## src/rtl/alu_arbiter_pkg.sv

```systemverilog
// Shared definitions for the ALU arbiter and the external ALU.
// Holds the op codes, the FSM state encoding and the counter-width helper.
// The ALU side imports this package so both ends agree on op encodings.
package alu_arbiter_pkg;

  localparam int OP_DIV = 0;
  localparam int OP_MUL = 1;

  typedef enum logic [1:0] {
    ST_IDLE = 2'd0,
    ST_EXEC = 2'd1,
    ST_RESP = 2'd2
  } state_t;

  // The counter is sized for the longest op, plus one bit of headroom.
  function automatic int cnt_width(input int a, input int b);
    return $clog2(a > b ? a : b) + 1;
  endfunction

endpackage

```

## src/rtl/rr_arbiter2.sv

```systemverilog
// 2-way round-robin grant with a priority pointer.
// Ports:
//   clk, rst    : clock, asynchronous active-high reset
//   valid[1:0]  : request lines
//   en          : grants are only issued while enabled
//   update      : the current owner's transaction has completed
//   last        : index of that owner; the pointer moves to the other one
//   grant[1:0]  : one-hot (or zero) grant, combinational from valid
module rr_arbiter2 (
  input  logic       clk,
  input  logic       rst,
  input  logic [1:0] valid,
  input  logic       en,
  input  logic       update,
  input  logic       last,
  output logic [1:0] grant
);

  // ptr names the requester that wins a tie
  logic ptr;

  always_ff @(posedge clk or posedge rst) begin
    if (rst)         ptr <= 1'b0;
    else if (update) ptr <= ~last;
  end

  always_comb begin
    grant = 2'b00;
    if (en) begin
      case (valid)
        2'b01:   grant = 2'b01;
        2'b10:   grant = 2'b10;
        2'b11:   grant = ptr ? 2'b10 : 2'b01;
        default: grant = 2'b00;
      endcase
    end
  end

endmodule

```

## src/rtl/alu_arbiter.sv

```systemverilog
// Arbitrates two requesters onto one multi-cycle external ALU.
// One transaction is in flight at a time: accept -> EXEC (fixed cycle count
// per op) -> RESP (hold result until the consumer takes it) -> IDLE.
// Ports:
//   Clock, Reset             : clock, asynchronous active-high reset
//   ReqN{Valid,Ready}        : request handshake, requester N
//   ReqN{Operation,A,B}      : op code and signed operands
//   Resp{Valid,Ready}        : response handshake
//   Resp{Id,R,Flags}         : owner, captured result and flags
//   Alu{Operation,A,B}       : registered operands to the external ALU
//   AluFlagsIn               : architectural flags fed to the ALU
//   Alu{R,FlagsOut}          : ALU outputs, sampled at the end of EXEC
//   Flags                    : architectural flag register
module alu_arbiter
  import alu_arbiter_pkg::*;
#(
  parameter int L          = 16,
  parameter int P          = 0,
  parameter int DIV_CYCLES = 4,
  parameter int MUL_CYCLES = 2
) (
  input  logic         Clock,
  input  logic         Reset,
  input  logic         Req0Valid,
  output logic         Req0Ready,
  input  logic [P:0]   Req0Operation,
  input  logic [L-1:0] Req0A,
  input  logic [L-1:0] Req0B,
  input  logic         Req1Valid,
  output logic         Req1Ready,
  input  logic [P:0]   Req1Operation,
  input  logic [L-1:0] Req1A,
  input  logic [L-1:0] Req1B,
  output logic         RespValid,
  input  logic         RespReady,
  output logic         RespId,
  output logic [L-1:0] RespR,
  output logic [L-1:0] RespFlags,
  output logic [P:0]   AluOperation,
  output logic [L-1:0] AluA,
  output logic [L-1:0] AluB,
  output logic [L-1:0] AluFlagsIn,
  input  logic [L-1:0] AluR,
  input  logic [L-1:0] AluFlagsOut,
  output logic [L-1:0] Flags
);

  localparam int CW = cnt_width(DIV_CYCLES, MUL_CYCLES);
  localparam logic [CW-1:0] DIV_LOAD = CW'(DIV_CYCLES - 1);
  localparam logic [CW-1:0] MUL_LOAD = CW'(MUL_CYCLES - 1);

  state_t        state;
  logic [CW-1:0] cnt;
  logic [1:0]    grant;
  logic          accept, sel, hs;
  logic [P:0]    op_sel;
  logic [L-1:0]  a_sel, b_sel;

  // Ready is forced low while Reset is asserted so every output reads 0.
  rr_arbiter2 u_arb (
    .clk    (Clock),
    .rst    (Reset),
    .valid  ({Req1Valid, Req0Valid}),
    .en     ((state == ST_IDLE) && !Reset),
    .update (hs),
    .last   (RespId),
    .grant  (grant)
  );

  assign Req0Ready  = grant[0];
  assign Req1Ready  = grant[1];
  assign accept     = |grant;
  assign sel        = grant[1];
  assign hs         = (state == ST_RESP) && RespValid && RespReady;
  assign AluFlagsIn = Flags;

  assign op_sel = sel ? Req1Operation : Req0Operation;
  assign a_sel  = sel ? Req1A : Req0A;
  assign b_sel  = sel ? Req1B : Req0B;

  always_ff @(posedge Clock or posedge Reset) begin
    if (Reset) begin
      state        <= ST_IDLE;
      cnt          <= '0;
      AluOperation <= '0;
      AluA         <= '0;
      AluB         <= '0;
      RespId       <= 1'b0;
      RespR        <= '0;
      RespFlags    <= '0;
      RespValid    <= 1'b0;
      Flags        <= '0;
    end else begin
      case (state)
        ST_IDLE: begin
          if (accept) begin
            AluOperation <= op_sel;
            AluA         <= a_sel;
            AluB         <= b_sel;
            RespId       <= sel;
            cnt          <= (op_sel == (P+1)'(OP_DIV)) ? DIV_LOAD : MUL_LOAD;
            state        <= ST_EXEC;
          end
        end
        ST_EXEC: begin
          if (cnt == '0) begin
            RespR     <= AluR;
            RespFlags <= AluFlagsOut;
            Flags     <= AluFlagsOut;
            state     <= ST_RESP;
          end else begin
            cnt <= cnt - 1'b1;
          end
        end
        ST_RESP: begin
          // First RESP cycle only registers RespValid; the result is
          // already stable, so the consumer sees it settled for a full cycle.
          if (hs) begin
            RespValid <= 1'b0;
            state     <= ST_IDLE;
          end else begin
            RespValid <= 1'b1;
          end
        end
        default: state <= ST_IDLE;
      endcase
    end
  end

endmodule

```

## config.mk

```make
export PLATFORM = sky130hd
export DESIGN_NAME = alu_arbiter
export DESIGN_NICKNAME = d
export VERILOG_FILES = /design/src/rtl/alu_arbiter_pkg.sv /design/src/rtl/rr_arbiter2.sv /design/src/rtl/alu_arbiter.sv
export SDC_FILE = /design/constraint.sdc
export NUM_CORES = 1
export LEC_CHECK = 0
export CAP_MARGIN = 20
export CORE_MARGIN = 2
export CORE_UTILIZATION = 33
export DETAILED_ROUTE_END_ITERATION = 6
export GPL_TIMING_DRIVEN = 0
export PLACE_DENSITY_LB_ADDON = 0.3
export SYNTH_ARGS = -nofsm -noshare
export SYNTH_HDL_FRONTEND = slang
export SYNTH_SLANG_ARGS = --single-unit
```

## constraint.sdc

```tcl
create_clock -name Clock -period 6.3 [get_ports Clock]
set_input_delay 0.63 -clock Clock [delete_from_list [all_inputs] [get_ports Clock]]
set_output_delay 0.63 -clock Clock [all_outputs]
set_load 0.05 [all_outputs]
```

==> results by group, run 1 <==
Clocking
  • Setup bufs post-CTS: 0
  • CTS buffer count: 9
  • # hold bufs at CTS: 0
  • Clock sink count: 73
  • Resized cells post-CTS: 0
  • Clk_lat worst skew: 0.35 ns
  • CTS Buffer Depth: 2
  • H-tree depth: 3
  • Clock-pin slew on the worst setup and hold paths: 0.07 ns
  • CTS root buf: clkbuf_8
  • CTS tree: done

Yosys
  • List of most frequent post-synthesis cells: dfrtp_1, nand2_1, nor2_1, buf_4, a31oi_1
  • Synth Area in Adders: less than 1%
  • Post-Syn Instances: between 300 and 400
  • Register area share after synthesis: 54.8%
  • Top-count cell post-synth: dfrtp_1
  • Net Count, Synth: 430
  • Synth Register Bits: 73
  • Post-synthesis mux area share: 11.1%
  • Largest family of logic cells by synthesized area: simple AND/OR/NAND/NOR gates
  • Post-synth cell types: 29
  • Number of synthesized flops with an enable pin: 0
  • Synth Area in Simple Gates: 14.5%
  • Area contributors post-synth: dfrtp_1, mux2_2, buf_4, nand2_1, a31oi_1
  • Fraction of registers with async set/reset: 100%
  • Synth Area in Compound Gates: 8.03%
  • Post-synthesis xor/xnor area fraction: 0.263%
  • Mapped Area: 3330 um^2
  • Avg Cell Area, Syn: 10.3 um^2
  • Primary FF master, synth: dfrtp_1
  • Synth Warn #: 0
  • Cell taking the most area after synthesis: dfrtp_1
  • Synth top area share: between 50% and 60%

Global route
  • Busiest grt layer: met2
  • Grt ovf: 0
  • Met2 GRT Util: 31.7%
  • First-pass GRT wire length: ~16000 um
  • Largest net degree at the start of global routing: 49
  • M3 GR Usage: 6.70%
  • Met1 global-route usage: 20.6%
  • Vias in the first global route: 3283
  • Initial antenna violation count: 0
  • Overall global routing resource usage: 18.4%

Job
  • Max-Cap Viols: 0

Route
  • DR vias/cell: 4.57
  • DR WL/cell: 14.6 um
  • Final wirelength: 9900 um
  • Drt drc: 0
  • DRT iter0 DRCs: 64
  • ANT nets after route: 0
  • First-pass detailed-route iteration total: 5
  • Via count: 3097

Timing
  • Crit share post-route: 55.2%
  • Final slew viol count: 0
  • Fin crit period: 3.48 ns
  • RSZ-0062 raised after global routing: no
  • Max Freq: 287 MHz
  • Final Skew: around 0.011 ns
  • Final-report hold violation count: 0
  • Rel. slew slack: 63.6%
  • Fin Setup TNS: 0 ns
  • Slew @ Worst Pin: 0.544 ns
  • Final Setup Violations: 0

Critical path
  • Max FO, Critical Path: 10
  • Crit Path Category: input pin to primary output
  • Crit. End Element: primary output
  • Setup crit start: Reset
  • Top delay family on crit path: buffers and inverters
  • Reg2reg path depth: 6
  • Critical path startpoint category: input pin
  • Worst path buffer plus inverter count: 4
  • Crit-path most repeated cell: clkdlybuf4s50_1
  • CP max stage cell: clkdlybuf4s50_1
  • Worst Path Required: approximately 5.7 ns
  • R2r startpoint: cnt[0]
  • Reg-to-Reg End: RespR[9]
  • R2R setup slack: 4.41 ns
  • CP arrival: 2.85 ns
  • Worst path max stage delay: 0.82 ns
  • CP cell instances: clkdlybuf4s50_1 -> nor3_2 -> nand3_2 -> inv_2 -> buf_4 -> clkdlybuf4s50_1

Floorplanning
  • Chip Width: 105 um
  • Height of the chip: 105 um
  • Initial Util: between 30% and 40%
  • Placeable Area: 9770 um^2
  • I/O pins: 204
  • Die Area: between 10000 and 15000 um^2
  • Site row count: 36

Cells and area
  • Final nets: 645
  • Area of the multi-input gates: 1150 um^2
  • Util after Layout: around three fifths
  • Area growth from synthesis to layout: 73.3%
  • FF+latch area: 1830 um^2
  • Fill count: 871
  • Number of diodes: 0
  • Share of cells above drive strength 1: between 10% and 20%

Worst hold path
  • Hold EP: RespR[10]
  • Hold WC Path Type: register to register
  • Hold Startpoint: RespR[10]
  • Hold Crit Depth: 1

Power
  • LEAKAGE: 2.51 nW
  • Cell Pwr Density: around 660 nW/um^2
  • Peak VDD IR: 0.301 mV

Place
  • Port Buffer Count: approximately 200
  • Routability cong.: 0.763
  • Dpl hpwl: approximately 8000 um

Run status
  • Status: complete, no violations
[placed cells by master (no fill, tap or decap), types with 2 or more instances in the layout]
| master | instances |
|---|---|
| clkbuf_8 | 9 |
| clkdlybuf4s50_1 | 203 |
| nand3_1 | 3 |
| nand2_1 | 72 |
| nor2_1 | 37 |
| inv_1 | 5 |
| clkinv_2 | 2 |
| mux2_2 | 32 |
| dfrtp_1 | 73 |
| inv_6 | 2 |
| buf_4 | 36 |
| buf_2 | 6 |
| bufinv_16 | 2 |
| ha_1 | 2 |
| clkbuf_1 | 8 |
| a31oi_1 | 33 |
[metal layers]
metal / vias to the layer above / wire [um]
met5: - / 0
met4: 0 / 195
met3: 17 / 1030
met2: 168 / 4710
met1: 1429 / 3960
li1: 1483 / -
[final cells by class]
type,count,area share (%)
clock inverter,6,1.52
multi-input combinational,196,20.0
clock buffer,10,2.21
tap,133,2.88
inverter,7,0.498
buffer,49,5.65
timing repair buffer,204,35.7
sequential,73,31.6
[sequential cells by signal (all words and copies together) (netlist names)]
signal / cells
AluFlagsIn: 16
AluOperation: 1
AluA: 16
RespId: 1
cnt: 3
RespR: 16
state: 2
u_arb.ptr: 1
AluB: 16
RespValid: 1
[report_power, final]
| group | internal [mW] | leakage [nW] | switching, mW |
|---|---|---|---|
| sequential | 0.709 | 0.869 | 0.165 |
| combinational | 0.954 | 1.53 | 1.57 |
| clock | 0.225 | 0.111 | 0.176 |
[cells by family after synthesis]
family / after synthesis
DFF: 73
adders and majority gates: 2
buffers and inverters: 56
xor gates and xnor gates: 1
and+or+nand+nor: 119
muxes: 33
AOI/OAI and AO/OA: 41
[how the worst max path moves through the flow]
stage / endpoint / slack, ns / cells past startpoint
floorplan: AluA[0] / 3.82 / 1
global placement: AluB[13] / 2.44 / 2
detailed placement: Req0Ready / 2.81 / 6
CTS: Req0Ready / 2.80 / 6
global route: Req0Ready / 2.74 / 6
finish: Req0Ready / 2.82 / 6
[worst register-to-register path: stages, from the launching register on]
cell,delay (ns)
dfrtp_1,0.39
inv_1,0.09
ha_1,0.20
nor4bb_1,0.27
buf_2,0.25
buf_4,0.22
mux2_2,0.36
[metrics by stage]
step	cell area [um^2]	hold slack, ns	setup WS [ns]	power (mW)	cells
CTS	5780	0.512	2.80	3.84	678
floorplan	3330	0.463	3.82	2.58	325
detailed placement	5560	0.494	2.81	3.43	662
global route	5780	0.529	2.74	3.98	678
finish	5780	0.507	2.82	3.80	678
global placement	5530	0.476	2.44	3.38	661
Note: power is estimated with default switching activity, not from simulation.
==> inputs of run 2 (changes only) <==
Clock period 6.3 ns to 3.6 ns, I/O delays scaled along.
==> results of run 2 <==
Same layout as run 1 (identical final DEF). Status: complete, no violations.
Main changes from that run: setup slack after placement 2.81 ns -> 0.651 ns; clock-pin slew on the worst setup and hold paths 0.07 ns -> 0.08 ns; setup slack after layout 2.82 ns -> 0.660 ns; hold slack 0.507 ns -> 0.421 ns; register-to-register setup slack 4.41 ns -> 1.71 ns; total power 3.80 mW -> 6.65 mW; worst IR drop on VDD 0.301 mV -> 0.527 mV
==> inputs of run 3 (changes only) <==
Clock period 3.6 ns to 2.9 ns, I/O delays scaled along.
==> results by group, run 3 (synthesis gave the netlist of run 1 again) <==
Run status
  • Status: complete, no violations

Route
  • DRT iter0 DRCs: 63 (-1.6%)
  • Drt drc: 0 (unchanged)
  • ANT nets after route: 0 (unchanged)
  • Final wirelength: 9890 um (-0.10%)
  • First-pass detailed-route iteration total: 4 (-1)
  • DR vias/cell: 4.56 (-0.16%)
  • Via count: 3092 (-0.16%)
  • DR WL/cell: 14.6 um (-0.10%)

Place
  • Dpl hpwl: 7770 um (unchanged)
  • Area post-placement: 5560 um^2 (unchanged)
  • Routability cong.: 0.763 (unchanged)
  • Port Buffer Count: 203 (unchanged)

Critical path
  • Crit Path Category: register to primary output
  • Worst Path Required: 2.61 ns
  • Crit. End Element: primary output
  • CP arrival: 2.33 ns
  • R2R setup slack: between 1 and 1.5 ns
  • Max FO, Critical Path: 7 (-3)
  • Critical path startpoint category: register

Job
  • Max-Cap Viols: 0 (unchanged)

Clocking
  • CTS buffer count: 9 (unchanged)
  • Clock sink count: 73 (unchanged)
  • CTS root buf: clkbuf_8
  • CTS tree: done
  • H-tree depth: 3 (unchanged)
  • CTS Buffer Depth: 2 (unchanged)
  • # hold bufs at CTS: 0 (unchanged)
  • Clk_lat worst skew: 0.35 ns (about the same)
  • Clock-pin slew on the worst setup and hold paths: roughly 0.08 ns

Floorplanning
  • Initial Util: 34.1% (unchanged)
  • I/O pins: 204 (unchanged)
  • Chip Width: 105 um (unchanged)
  • Die Area: 10900 um^2 (unchanged)
  • Placeable Area: 9770 um^2 (unchanged)
  • Site row count: 36 (unchanged)
  • Height of the chip: 105 um (unchanged)

Cells and area
  • Area growth from synthesis to layout: 73.4% (about the same)
  • Fill count: 871 (unchanged)
  • Util after Layout: 59.1% (about the same)
  • Final nets: 645 (unchanged)
  • Most frequent cells in the layout: clkdlybuf4s50_1, dfrtp_1, nand2_1, nor2_1, buf_4
  • Fin area: 5780 um^2 (about the same)
  • Number of diodes: 0 (unchanged)
  • Most common cell after layout, fill and taps aside: clkdlybuf4s50_1
  • Share of cells above drive strength 1: 17.4% (unchanged)

Timing
  • Slew @ Worst Pin: 0.544 ns (unchanged)
  • Max Freq: 382 MHz
  • Worst hold slack: about 0.35 ns
  • Fin crit period: 2.62 ns
  • Rel. slew slack: 63.6% (unchanged)
  • Final slew viol count: 0 (unchanged)
  • Crit share post-route: 90.3%
  • Final-report hold violation count: 0 (unchanged)
  • Final Skew: 0.0108 ns (+0.000271 ns)
  • RSZ-0062 raised after global routing: no
  • Final Setup Violations: 0 (unchanged)

Power
  • LEAKAGE: 2.53 nW (+0.68%)
  • Cell Pwr Density: 1430 nW/um^2
  • Peak VDD IR: ~0.65 mV
  • Post-layout total power: 8.26 mW

Global route
  • First-pass GRT wire length: 16000 um (unchanged)
  • Largest net degree at the start of global routing: 49 (unchanged)
  • Overall global routing resource usage: 18.4% (unchanged)
  • Grt ovf: 0 (unchanged)
  • Vias in the first global route: 3283 (unchanged)
  • Initial antenna violation count: 0 (unchanged)

Worst hold path
  • Hold WC Path Type: input pin to async pin
[run 3: final timing paths]
path,cells past startpoint,startpoint,end
max in group asynchronous,3,Reset,AluA[6]
setup / recovery,4,state[1],Req1Ready
hold reg to reg,1,RespR[10],RespR[10]
min in group Clock,3,Req0B[4],AluB[4]
setup reg to reg,6,cnt[0],RespR[9]
hold / removal,2,Reset,AluFlagsIn[5]
[run 3: layout make-up]
class | instances | area (um^2) | area share [%]
plain buffers | 49 | 327 | 5.65
repair buffers | 204 | 2060 | 35.7
multi-input cells | 196 | 1150 | 20.0
clock buffers | 10 | 128 | 2.21
flip-flops and latches | 73 | 1830 | 31.6
inverters | 7 | 28.8 | 0.498
clock inverters | 6 | 87.6 | 1.52
well taps | 133 | 166 | 2.88
[run 3: metrics by stage]
step           worst slack (ns)  instances  TNS [ns]
2_1_floorplan             0.757        325         0
3_3_place_gp             -0.616        661    -44.80
3_5_place_dp             0.0913        662         0
4_1_cts                0.000901        678         0
5_1_grt                   0.143        678         0
6_report                  0.281        678         0
[run 3: what timing repair did]
| item | 4_1_cts | 5_1_grt |
|---|---|---|
| endpoints found under the setup margin | 0 | 1 |
| gates resized for setup | 0 | 1 |
| setup buffers | 0 | 0 |
[run 3: where the power goes]
| group | leakage [nW] | internal, mW | switching [mW] |
|---|---|---|---|
| sequential | 0.869 | 1.54 | 0.359 |
| combinational | 1.55 | 2.07 | 3.42 |
| clock | 0.111 | 0.488 | 0.383 |
[run 3: worst max-delay path, cell delays in order (launching register included)]
cell and delay [ns]:
dfrtp_1 0.46, nor3_2 0.24, nand3_1 0.27, inv_1 0.18, clkdlybuf4s50_1 0.83
[run 3: routing by layer]
layer / part of all wire (%) / track usage, % / vias to the layer above
li1: - / - / 1484
met1: 40 / 20.6 / 1433
met2: 48 / 31.7 / 158
met3: 10 / 6.70 / 17
met4: 2.0 / 7.24 / 0
met5: 0 / 0 / -
